**config.mk**
```make
export PLATFORM = sky130hd
export DESIGN_NAME = mul_lanes_pipe
export DESIGN_NICKNAME = d
export VERILOG_FILES = /design/src/rtl/mul_lanes_pipe.sv
export SDC_FILE = /design/constraint.sdc
export NUM_CORES = 1
export LEC_CHECK = 0
export BUFFER_PORTS_ARGS = -buffer_cell sky130_fd_sc_hd__buf_4
export CORE_ASPECT_RATIO = 0.6
export CORE_MARGIN = 2
export CORE_UTILIZATION = 50
export CTS_CLUSTER_DIAMETER = 120
export DETAILED_ROUTE_END_ITERATION = 8
export HOLD_SLACK_MARGIN = 0.05
export PLACE_DENSITY = 0.68
export SETUP_SLACK_MARGIN = 0.15
export SYNTH_ARGS = -nofsm -noshare
export SYNTH_HDL_FRONTEND = slang
export SYNTH_SLANG_ARGS = --single-unit
```
**constraint.sdc**
```tcl
create_clock -name clk -period 9.1 [get_ports clk]
set_input_delay 0.91 -clock clk [delete_from_list [all_inputs] [get_ports clk]]
set_output_delay 0.91 -clock clk [all_outputs]
set_load 0.01 [all_outputs]
```
**src/rtl/mul_lanes_pipe.sv**
```systemverilog
// Multi-lane pipelined multiplier stage: input FIFO, iteration-tracked issue, PIPE_STAGES-deep
// product pipeline with global stall, side-info passthrough, done pulse and sticky overflow.
module mul_lanes_pipe #(
    parameter int unsigned NUM_LANES              = 4,
    parameter int unsigned DATA_WIDTH             = 8,
    parameter int unsigned SIGNED_MODE            = 0,
    parameter int unsigned PIPE_STAGES            = 2,
    parameter int unsigned FIFO_DEPTH             = 4,
    parameter int unsigned LOG_MAX_ITERS          = 16,
    parameter int unsigned LOG_MAX_READS_PER_ITER = 16,
    localparam int unsigned SIDE_W = NUM_LANES * NUM_LANES + NUM_LANES,
    localparam int unsigned IO_W   = NUM_LANES * 2 * DATA_WIDTH + SIDE_W
) (
    input  logic                              clk,
    input  logic                              rst,
    input  logic                              configure,
    input  logic [LOG_MAX_ITERS-1:0]          num_iters,
    input  logic [LOG_MAX_READS_PER_ITER-1:0] num_reads_per_iter,
    input  logic [IO_W-1:0]                   data_in,
    input  logic                              valid_in,
    output logic                              avail_out,
    output logic [IO_W-1:0]                   data_out,
    output logic                              valid_out,
    input  logic                              avail_in,
    output logic                              done,
    output logic                              overflow
);
    localparam int unsigned PW      = 2 * DATA_WIDTH;
    localparam int unsigned PtrW    = $clog2(FIFO_DEPTH);
    localparam int unsigned ZeroLsb = IO_W - SIDE_W;
    localparam int unsigned ItW     = LOG_MAX_ITERS;
    localparam int unsigned RdW     = LOG_MAX_READS_PER_ITER;
    localparam logic [PtrW:0] CntFull  = (PtrW + 1)'(FIFO_DEPTH);
    localparam logic [PtrW:0] CntAvail = (PtrW + 1)'(FIFO_DEPTH - 2);

    logic [IO_W-1:0] mem_q [FIFO_DEPTH];
    logic [PtrW-1:0] wr_ptr_q, rd_ptr_q;
    logic [PtrW:0]   count_q;
    logic            ovf_q;
    logic            full, empty, push, pop;

    logic            en_q;
    logic [ItW-1:0]  iters_q;
    logic [RdW-1:0]  reads_q, reads_saved_q;
    logic            issue, last_issue;

    logic [IO_W-1:0]        head;
    logic [IO_W-1:0]        prod_word;
    logic [DATA_WIDTH-1:0]  act, wgt;
    logic [PW-1:0]          act_x, wgt_x, prod;

    logic [IO_W-1:0]        pipe_data_q [PIPE_STAGES];
    logic [PIPE_STAGES-1:0] pipe_vld_q, pipe_tag_q;

    assign empty      = (count_q == '0);
    assign full       = (count_q == CntFull);
    assign issue      = en_q & ~empty & avail_in;
    assign pop        = issue;
    // A pop in the same cycle frees the slot, so a full FIFO still accepts the write.
    assign push       = valid_in & (~full | pop);
    assign last_issue = issue & ~configure & (reads_q == RdW'(1)) & (iters_q == ItW'(1));
    assign avail_out  = (count_q <= CntAvail);
    assign overflow   = ovf_q;

    always_ff @(posedge clk or negedge rst) begin
        if (!rst) begin
            wr_ptr_q <= '0;
            rd_ptr_q <= '0;
            count_q  <= '0;
            ovf_q    <= 1'b0;
        end else begin
            if (push) wr_ptr_q <= wr_ptr_q + PtrW'(1);
            if (pop)  rd_ptr_q <= rd_ptr_q + PtrW'(1);
            if (push && !pop)      count_q <= count_q + (PtrW + 1)'(1);
            else if (pop && !push) count_q <= count_q - (PtrW + 1)'(1);
            if (valid_in && !push) ovf_q <= 1'b1;
        end
    end

    always_ff @(posedge clk) begin
        if (push) mem_q[wr_ptr_q] <= data_in;
    end

    always_ff @(posedge clk or negedge rst) begin
        if (!rst) begin
            en_q          <= 1'b0;
            iters_q       <= '0;
            reads_q       <= '0;
            reads_saved_q <= '0;
        end else if (configure) begin
            iters_q       <= num_iters;
            reads_q       <= num_reads_per_iter;
            reads_saved_q <= num_reads_per_iter;
            en_q          <= (num_iters != '0) && (num_reads_per_iter != '0);
        end else if (issue) begin
            if (last_issue) begin
                en_q <= 1'b0;
            end else if (reads_q == RdW'(1)) begin
                iters_q <= iters_q - ItW'(1);
                reads_q <= reads_saved_q;
            end else begin
                reads_q <= reads_q - RdW'(1);
            end
        end
    end

    assign head = mem_q[rd_ptr_q];

    // Operands are extended to product width so one modular multiply serves both modes.
    always_comb begin
        prod_word = '0;
        act       = '0;
        wgt       = '0;
        act_x     = '0;
        wgt_x     = '0;
        prod      = '0;
        prod_word[IO_W-1 -: SIDE_W] = head[IO_W-1 -: SIDE_W];
        for (int i = 0; i < NUM_LANES; i++) begin
            act   = head[i*PW +: DATA_WIDTH];
            wgt   = head[i*PW+DATA_WIDTH +: DATA_WIDTH];
            act_x = (SIGNED_MODE != 0) ? {{DATA_WIDTH{act[DATA_WIDTH-1]}}, act}
                                       : {{DATA_WIDTH{1'b0}}, act};
            wgt_x = (SIGNED_MODE != 0) ? {{DATA_WIDTH{wgt[DATA_WIDTH-1]}}, wgt}
                                       : {{DATA_WIDTH{1'b0}}, wgt};
            prod  = act_x * wgt_x;
            if (!head[ZeroLsb + i]) prod_word[i*PW +: PW] = prod;
        end
    end

    always_ff @(posedge clk or negedge rst) begin
        if (!rst) begin
            pipe_vld_q <= '0;
            pipe_tag_q <= '0;
            for (int s = 0; s < PIPE_STAGES; s++) pipe_data_q[s] <= '0;
        end else if (avail_in) begin
            pipe_vld_q[0]  <= issue;
            pipe_tag_q[0]  <= last_issue;
            pipe_data_q[0] <= prod_word;
            for (int s = 1; s < PIPE_STAGES; s++) begin
                pipe_vld_q[s]  <= pipe_vld_q[s-1];
                pipe_tag_q[s]  <= pipe_tag_q[s-1];
                pipe_data_q[s] <= pipe_data_q[s-1];
            end
        end
    end

    assign valid_out = pipe_vld_q[PIPE_STAGES-1] & avail_in;
    assign data_out  = pipe_data_q[PIPE_STAGES-1];
    assign done      = valid_out & pipe_tag_q[PIPE_STAGES-1];

endmodule

```
# --- Yosys cells after proc, flatten, opt, wreduce, memory -nomap -nowiden ---
# Memories as Yosys holds them, arrays and structs flattened.
# Cells that the tools add are included.
word_totals:
  memories: 1
  mem_bits_rw: 336
  regBits: 229
mem_list:
  columns: ["memory", "depth", "word_bits", "rd", "rd_clocked_by_memory_dff", "write_ports", "line", "source"]
  rows:
  - ["mem_q", 4, 84, 1, 0, 1, "36", "logic [IO_W-1:0] mem_q [FIFO_DEPTH];"]
op_classes:
  n_bitwise: 12
  n_lt_le_gt_ge: 1
  n_eq_ne: 4
  n_mul: 4
  n_reduce_logical: 16
  mux: 19
  add_sub_neg: 6
op_table:
  columns: ["cell", "count"]
  rows:
  - ["$mux W16", 12]
  - ["$mul A8 B8 Y16", 4]
  - ["$eq A16 B1 Y1 const B", 2]
  - ["$reduce_bool A16 Y1", 2]
  - ["$sub A16 B1 Y16 const B", 2]
  - ["$and A1 B1 Y1", 8]
  - ["$reduce_bool A2 Y1", 4]
  - ["$mux W3", 2]
  - ["$mux W1", 5]
  - ["$add A2 B1 Y2 const B", 2]
  - ["$logic_and A1 B1 Y1", 4]
  - ["$reduce_and A2 Y1", 2]
  - ["$add A3 B1 Y3 const B", 1]
  - ["$eq A3 B3 Y1 const B", 1]
  - ["$le A3 B2 Y1 const B", 1]
  - ["$logic_not A3 Y1", 1]
  - ["$not A1 Y1", 3]
  - ["$reduce_and A3 Y1", 1]
  - ["$sub A3 B1 Y3 const B", 1]
  - ["$logic_not A1 Y1", 2]
  - ["$ne A2 B2 Y1 const B", 1]
  - ["$or A1 B1 Y1", 1]

# --- Depth between registers and ports, before layout ---
# Gate-level depths: netlist of the first run.
depth:
  ltp_word: 10
  depth_mapped: 19

# --- Worst setup path before layout of the first run ---
# No wires, ideal clock.
synth_path:
  path_type: "register -> register"
  from: "register rd_ptr_q[0]"
  to: "register pipe_data_q[115] (netlist name)"
  path_stages_with_launch: 18
  synth_period_minus_slack_ps: 5396
  t_arrival_ps: 5295
  t_required_ps: 8999
  n_path_buf: 3
  path_slack_ps: 3704
  cell_sequence: "dfrtp_1 > clkbuf_1 > buf_2 > buf_2 > mux4_2 > and2_1 > fa_1 > fa_1 > fa_1 > inv_1 > fa_1 > inv_1 > ha_1 > and2_1 > a41oi_1 > a21oi_1 > o31a_1 > o32ai_1"
synth_between:
  elab_chain_len: 3
synth_rtl:
  columns: ["item", "line", "source"]
  rows:
  - ["start, declared", "37", "logic [PtrW-1:0] wr_ptr_q, rd_ptr_q;"]
  - ["start signal, assigned", "73", "if (pop) rd_ptr_q <= rd_ptr_q + PtrW'(1);"]
  - ["$mem_v2 Z4 W84 *", null, null]
  - ["$mul A8 B8 Y16", "125", "prod = act_x * wgt_x;"]
  - ["$mux W16 *", "126", "if (!head[ZeroLsb + i]) prod_word[i*PW +: PW] = prod;"]
  - ["end signal, assigned by index", "142", "pipe_data_q[s] <= pipe_data_q[s-1];"]
  - ["end, declared", "52", "logic [IO_W-1:0] pipe_data_q [PIPE_STAGES];"]
# Mark *: on every way between the ends. The rest lies on a longest branch, timed or not.
# A chain may end at the register's enable or synchronous reset.

# --- Final worst setup path of the first run ---
layout_path:
  from: "register rd_ptr_q[0]"
  to: "register pipe_data_q[147] (netlist name)"
# Same word-level chain as after synthesis.

==> summary.txt, run 1 <==
fmax: 0.161 GHz
fin crit share: 0.683
Die Span Y: 197 um
Final Max Tran Viols: 0
asr flop ratio synth: 0.405
Tmin final: 6210 ps
CTS Sinks: 565
setup violators final: 0
IO buf count: 208
GPL Wtd Cong: 0.857
Mapped Nets: 2,721
Placement Rows: 70
DR DRC count: 0
post-cts repair resize count: 0
largest net degree at the start of global routing: 107
setup TNS: 0 ps
post-synthesis register bit count: 565
startpoint class of the critical path: register
root buf cell: clkbuf_16
Starting DRT DRC Count: 1,320
WS Path Type: reg2reg
CP Capture Type: register
worst slew pin tran: 1210 ps
worst path arrival time: 6720 ps
Most used DFF post-synth: edfxtp_1
distinct cell type count after synthesis: 73
post-route ant nets: 0
CP max stage cell: dfrtp_4
Post CTS Setup Buffer Count: 0
Max FO, Critical Path: 46
relative slew slack: 0.170
final worst slack: 2890 ps
Ports: 209
worst skew pair latency: 620 ps
main area contributors after synthesis: edfxtp_1 (33%), dfrtp_1 (18%), fa_1 (9.4%)
CTS tree: yes
final WL: 68,400 um
top-count cell post-synth: edfxtp_1
dpl hpwl: 47,500 um
Clock Pin Slew Worst Setup and Hold Paths: 70 ps
most frequent cells after synthesis: edfxtp_1 (336), dfrtp_1 (229), inv_1 (219), and2_1 (210)
dpl ws: 2900 ps
status: finished, final reports clean
number of global-route vias before repair: 19.6k
global-route wire length before repair: 111,000 um
CTS Buffer Depth: 3
initial antenna violation count: 1
GR Util All Layers: 0.220
max_cap viols: 0
total gr overflow: 0
Die X: 325 um
Hold Crit Class: in2async
Yosys top cell area share: 0.326
Post-Syn Instances: 2,302
CP top delay family: adder cells
most frequent CP cell: fa_1
layout cells sized above 1: 0.213
H-tree levels: 2
drt wl/cell: 20.7 um
Final nets: 2,844
synthesized area: 0.0310 mm2
Syn-to-layout area delta: 11.5%
DIE AREA: 0.0640 mm2
register area share after synthesis: 0.511
fill cell count: 5,033
mean post-synth cell area: 13.5 um2
first-pass iteration count of the detailed router: 5
buffers plus inverters on the worst setup path: 3
mean number of vias per cell: 5.61
WP data required: 9610 ps
Ant. Diodes: 0
Critical Path, Cell by Cell: buf_12, mux4_2, and2_1, fa_1, inv_1, fa_1, fa_1, fa_1, inv_1, ha_1, a211oi_1, o21ai_0, a221oi_1, nor3_1, o32ai_1
Vias: 18.5k
Starting Density: 0.507
number of synthesized flops with an enable pin: 336
CTS Hold Bufs: 0
clock buffer count from CTS: 52
yosys warns: 0
largest area contributor in the netlist: edfxtp_1
Final Hold Viols: 0
clk_skew: 29.4 ps
unrepaired setup endpoints after global routing: false
Worst path max stage delay: 1010 ps
core area: 0.0611 mm2
==> cells by family after synthesis <==
group           count (synthesis)  synth area share
flops                         565             0.511
simple gates                  539            0.0949
buf+inv                       374            0.0565
fa+ha+maj                     298             0.155
compound gates                279            0.0665
mux                           206             0.105
xor+xnor                       41            0.0116
==> routing by layer <==
layer / part of all wire / wire length (um) / GRT usage
met4: 0.016 / 1060 / 0.0456
met3: 0.055 / 3780 / 0.0401
met2: 0.45 / 30700 / 0.342
met1: 0.48 / 32800 / 0.326
met5: 0.00012 / 8 / 0
==> area by class of cell <==
class / instances / area (um2) / share of cell area
timing repair buffer: 222 / 1690 / 0.0489
clock buffer: 67 / 1410 / 0.0408
inverter: 221 / 830 / 0.0240
multi-input combinational: 1363 / 13400 / 0.389
sequential: 565 / 15800 / 0.458
tap: 828 / 1040 / 0.0300
clock inverter: 31 / 338 / 0.00978
==> placed cells by master, fill, tap and decap left out, types with 10 or more instances in the layout <==
| cell type | netlist | layout |
|---|---|---|
| o31ai_1 | 16 | 16 |
| a31oi_1 | 10 | 10 |
| o21ai_0 | 38 | 38 |
| inv_1 | 219 | 219 |
| ha_1 | 153 | 153 |
| o2bb2ai_1 | 32 | 32 |
| a21oi_1 | 29 | 29 |
| nand4_1 | 12 | 12 |
| clkbuf_16 | 0 | 54 |
| nor4_1 | 21 | 21 |
| fa_1 | 145 | 145 |
| edfxtp_1 | 336 | 336 |
| xor2_1 | 28 | 28 |
| dfrtp_1 | 229 | 227 |
| a211oi_1 | 21 | 21 |
| xnor2_1 | 13 | 13 |
| mux2_2 | 114 | 114 |
| nand3_1 | 24 | 24 |
| buf_4 | 84 | 219 |
| nor3_1 | 27 | 27 |
| and2_1 | 210 | 206 |
| clkbuf_1 | 51 | 12 |
| o21a_1 | 10 | 10 |
| mux4_2 | 82 | 82 |
| nor2_1 | 40 | 40 |
| a21o_1 | 30 | 30 |
| nand2_1 | 153 | 153 |
==> worst register-to-register path, stage by stage (launching register included) <==
cell	delay (ps)
dfrtp_4	1010
buf_12	410
mux4_2	780
and2_1	230
fa_1	410
inv_1	80
fa_1	450
fa_1	520
fa_1	490
inv_1	40
ha_1	220
a211oi_1	400
o21ai_0	290
a221oi_1	410
nor3_1	110
o32ai_1	260
==> path summary, 6_finish.rpt <==
| path | cells after the start | endpoint | slack, ps | start |
|---|---|---|---|---|
| min in group clk | 1 | pipe_vld_q[0] | 480 | pipe_vld_q[0] |
| max in group asynchronous | 2 | pipe_data_q[102] | 7200 | rst |
| min reg2reg | 1 | pipe_vld_q[0] | 480 | pipe_vld_q[0] |
| max | 15 | pipe_data_q[147] | 2890 | rd_ptr_q[0] |
| max reg2reg | 15 | pipe_data_q[147] | 2890 | rd_ptr_q[0] |
| min | 1 | data_out[66] | 330 | rst |
==> metrics by stage <==
step / hold slack (ps) / utilization / instance area (um2) / cells
5_1_grt: 416 / 0.565 / 34600 / 3297
4_1_cts: 374 / 0.565 / 34600 / 3297
6_report: 325 / 0.565 / 34600 / 3297
2_1_floorplan: 441 / - / 31000 / 2302
3_5_place_dp: 461 / 0.537 / 32800 / 3199
3_3_place_gp: 457 / 0.537 / 32800 / 3199
==> registers in the layout, indices dropped and copies added, names as in the netlist <==
register	flops
reads_q	16
rd_ptr_q	2
reads_saved_q	16
pipe_vld_q	2
pipe_data_q	84
en_q	1
iters_q	16
overflow	1
mem_q	336
pipe_tag_q	2
wr_ptr_q	2
data_out	84
count_q	3
Power of run 1 is not shown: default switching activity piles up to over one toggle a cycle in this logic, so the estimate is an artifact.
==> inputs of run 2 (changes only) <==
Settings changed: PLACE_DENSITY 0.68 to 0.71.
Clock period 9.1 ns to 5.4 ns, I/O delays scaled along.
==> run 2 against run 1 <==
Net effect: highest routed layer is now met4; critical path depth grew 2; critical endpoint is now pipe_data_q[99]; wire length grew 5.3%; global-route usage grew 0.90 points; sequential cell count is the same; via count grew 3.1%.
==> summary.txt, run 2 (synthesized netlist as in run 1, its figures left out) <==
fmax: 0.194 GHz (+21%)
IO buf count: 208 (unchanged)
dpl hpwl: 49,400 um (+4.0%)
core area: 0.0611 mm2 (unchanged)
commonest non-fill, non-tap cell in the layout: edfxtp_1
Vias: 19.1k (+3.1%)
Finished Layout Cells: 3,392 (+2.9%)
Tmin final: 5140 ps (-1070 ps)
mean number of vias per cell: 5.62 (+0.17%)
WP data required: 5940 ps (-3670 ps)
clock buffer count from CTS: 52 (unchanged)
CTS Buffer Depth: 3 (unchanged)
post-route ant nets: 0 (unchanged)
number of global-route vias before repair: 20.2k (+2.7%)
Biggest register: mem_q
setup violators final: 0 (unchanged)
max_cap viols: 0 (unchanged)
Ports: 209 (unchanged)
Starting DRT DRC Count: 1,444 (+9.4%)
Clock Pin Slew Worst Setup and Hold Paths: 70 ps (about the same)
final instance area: 0.0360 mm2 (+4.3%)
H-tree levels: 2 (unchanged)
fin crit share: 0.952 (+0.270)
R2R Setup Slk: 260 ps (-2630 ps)
Placement Rows: 70 (unchanged)
placed insts: 3,231 (+1.0%)
status: finished, final reports clean
worst slew pin tran: 1110 ps (-103 ps)
DR DRC count: 0 (unchanged)
first-pass iteration count of the detailed router: 5 (unchanged)
worst path arrival time: 5680 ps (-1040 ps)
DIE AREA: 0.0640 mm2 (unchanged)
clk_skew: 24.5 ps (-4.88 ps)
initial antenna violation count: 1 (unchanged)
root buf cell: clkbuf_16
GR Util All Layers: 0.229 (+0.00901)
global-route wire length before repair: 114,000 um (+3.2%)
Max FO, Critical Path: 7 (-85%)
WS Path Type: reg2reg
number of flip-flops in the largest register: 336 (unchanged)
Placed Area: 0.0331 mm2 (+0.96%)
GPL Wtd Cong: 0.902 (+5.3%)
Die Span Y: 197 um (unchanged)
total gr overflow: 0 (unchanged)
CTS Sinks: 565 (unchanged)
Die X: 325 um (unchanged)
Final Max Tran Viols: 0 (unchanged)
Final nets: 2,937 (+3.3%)
Starting Density: 0.507 (unchanged)
Final Hold Viols: 0 (unchanged)
layout cells sized above 1: 0.276 (+0.0629)
fill cell count: 4,840 (-3.8%)
drt wl/cell: 21.2 um (+2.4%)
final WL: 72,000 um (+5.3%)
Syn-to-layout area delta: 16.3%
CTS tree: yes
unrepaired setup endpoints after global routing: true
startpoint class of the critical path: register
most frequent cells in the layout: edfxtp_1 (336), buf_4 (291), dfrtp_1 (227)
largest net degree at the start of global routing: 117 (+9.3%)
CP Capture Type: register
fin util: 0.590 (+0.0244)
Hold Crit Class: in2reg
relative slew slack: 0.261 (+0.0908)
worst skew pair latency: 630 ps (about the same)
run 2: cell types whose count changed in the layout (fill, tap and decap cells not counted), moves of 7 or more:
cell     delta
ha_2        +7
and2_1     -12
buf_12     +10
buf_4      +72
o21ai_2    +12
o21ai_0    -16
and2_4     +12
ha_1       -17
ha_4       +10
run 2: final cells by class:
cell class | count | area (um2) | share of cell area
flip-flops and latches | 565 | 15800 | 0.439
multi-input cells | 1363 | 13900 | 0.385
repair buffers | 315 | 2630 | 0.0731
clock buffers | 70 | 1530 | 0.0423
well taps | 828 | 1040 | 0.0287
inverters | 221 | 830 | 0.0230
clock inverters | 28 | 304 | 0.00843
diodes | 2 | 5.00 | 0.000139
run 2: stage by stage:
stage / worst slack (ps) / TNS [ps] / hold slack (ps)
after detailed placement: -42.1 / -46.6 / 465
final: 257 / 0 / 108
after global routing: 80.4 / 0 / 86.6
after CTS: 110 / 0 / 75.4
after global placement: 99.6 / 0 / 458
after floorplan: 138 / 0 / 244
run 2: routing by layer:
layer,part of all wire,global-route usage,up-vias,wire [um]
li1,-,-,8626,-
met1,0.47,0.334,9827,33800
met2,0.45,0.353,510,32300
met3,0.061,0.0462,94,4420
met4,0.021,0.0591,0,1490
met5,0,0,-,0
run 2: final timing paths:
kind,startpoint,cells past startpoint,end
worst max-delay path,rd_ptr_q[0],17,pipe_data_q[99]
worst min-delay path,data_in[29],1,mem_q[2][29]
worst max register to register,rd_ptr_q[0],17,pipe_data_q[99]
worst min register to register,pipe_data_q[138],1,pipe_data_q[138]
max in group asynchronous,rst,3,rd_ptr_q[1]
min in group asynchronous,rst,2,data_out[36]
run 2: worst max-delay path, cell delays in order, from the launching register on:
cell     delay, ps
dfrtp_4        540
buf_8          170
buf_12         140
buf_4          130
mux4_2         510
and2_4         200
fa_1           520
fa_1           430
fa_1           490
inv_1           50
fa_1           470
inv_1           70
ha_4           240
and2_1         180
a41oi_2        250
a21oi_2        110
o31a_1         300
o32ai_2        260
run 2: what timing repair did:
| item | in CTS | in global routing |
|---|---|---|
| endpoints found under the hold margin | 46 | 0 |
| hold buffers | 1 | 0 |
| resized for setup | 21 | 101 |
| setup endpoints to repair | 14 | 25 |
| cloned | 3 | 2 |
| pin swaps | 6 | 41 |
| setup buffers | 25 | 30 |
Power of run 2 is left out for the same reason.
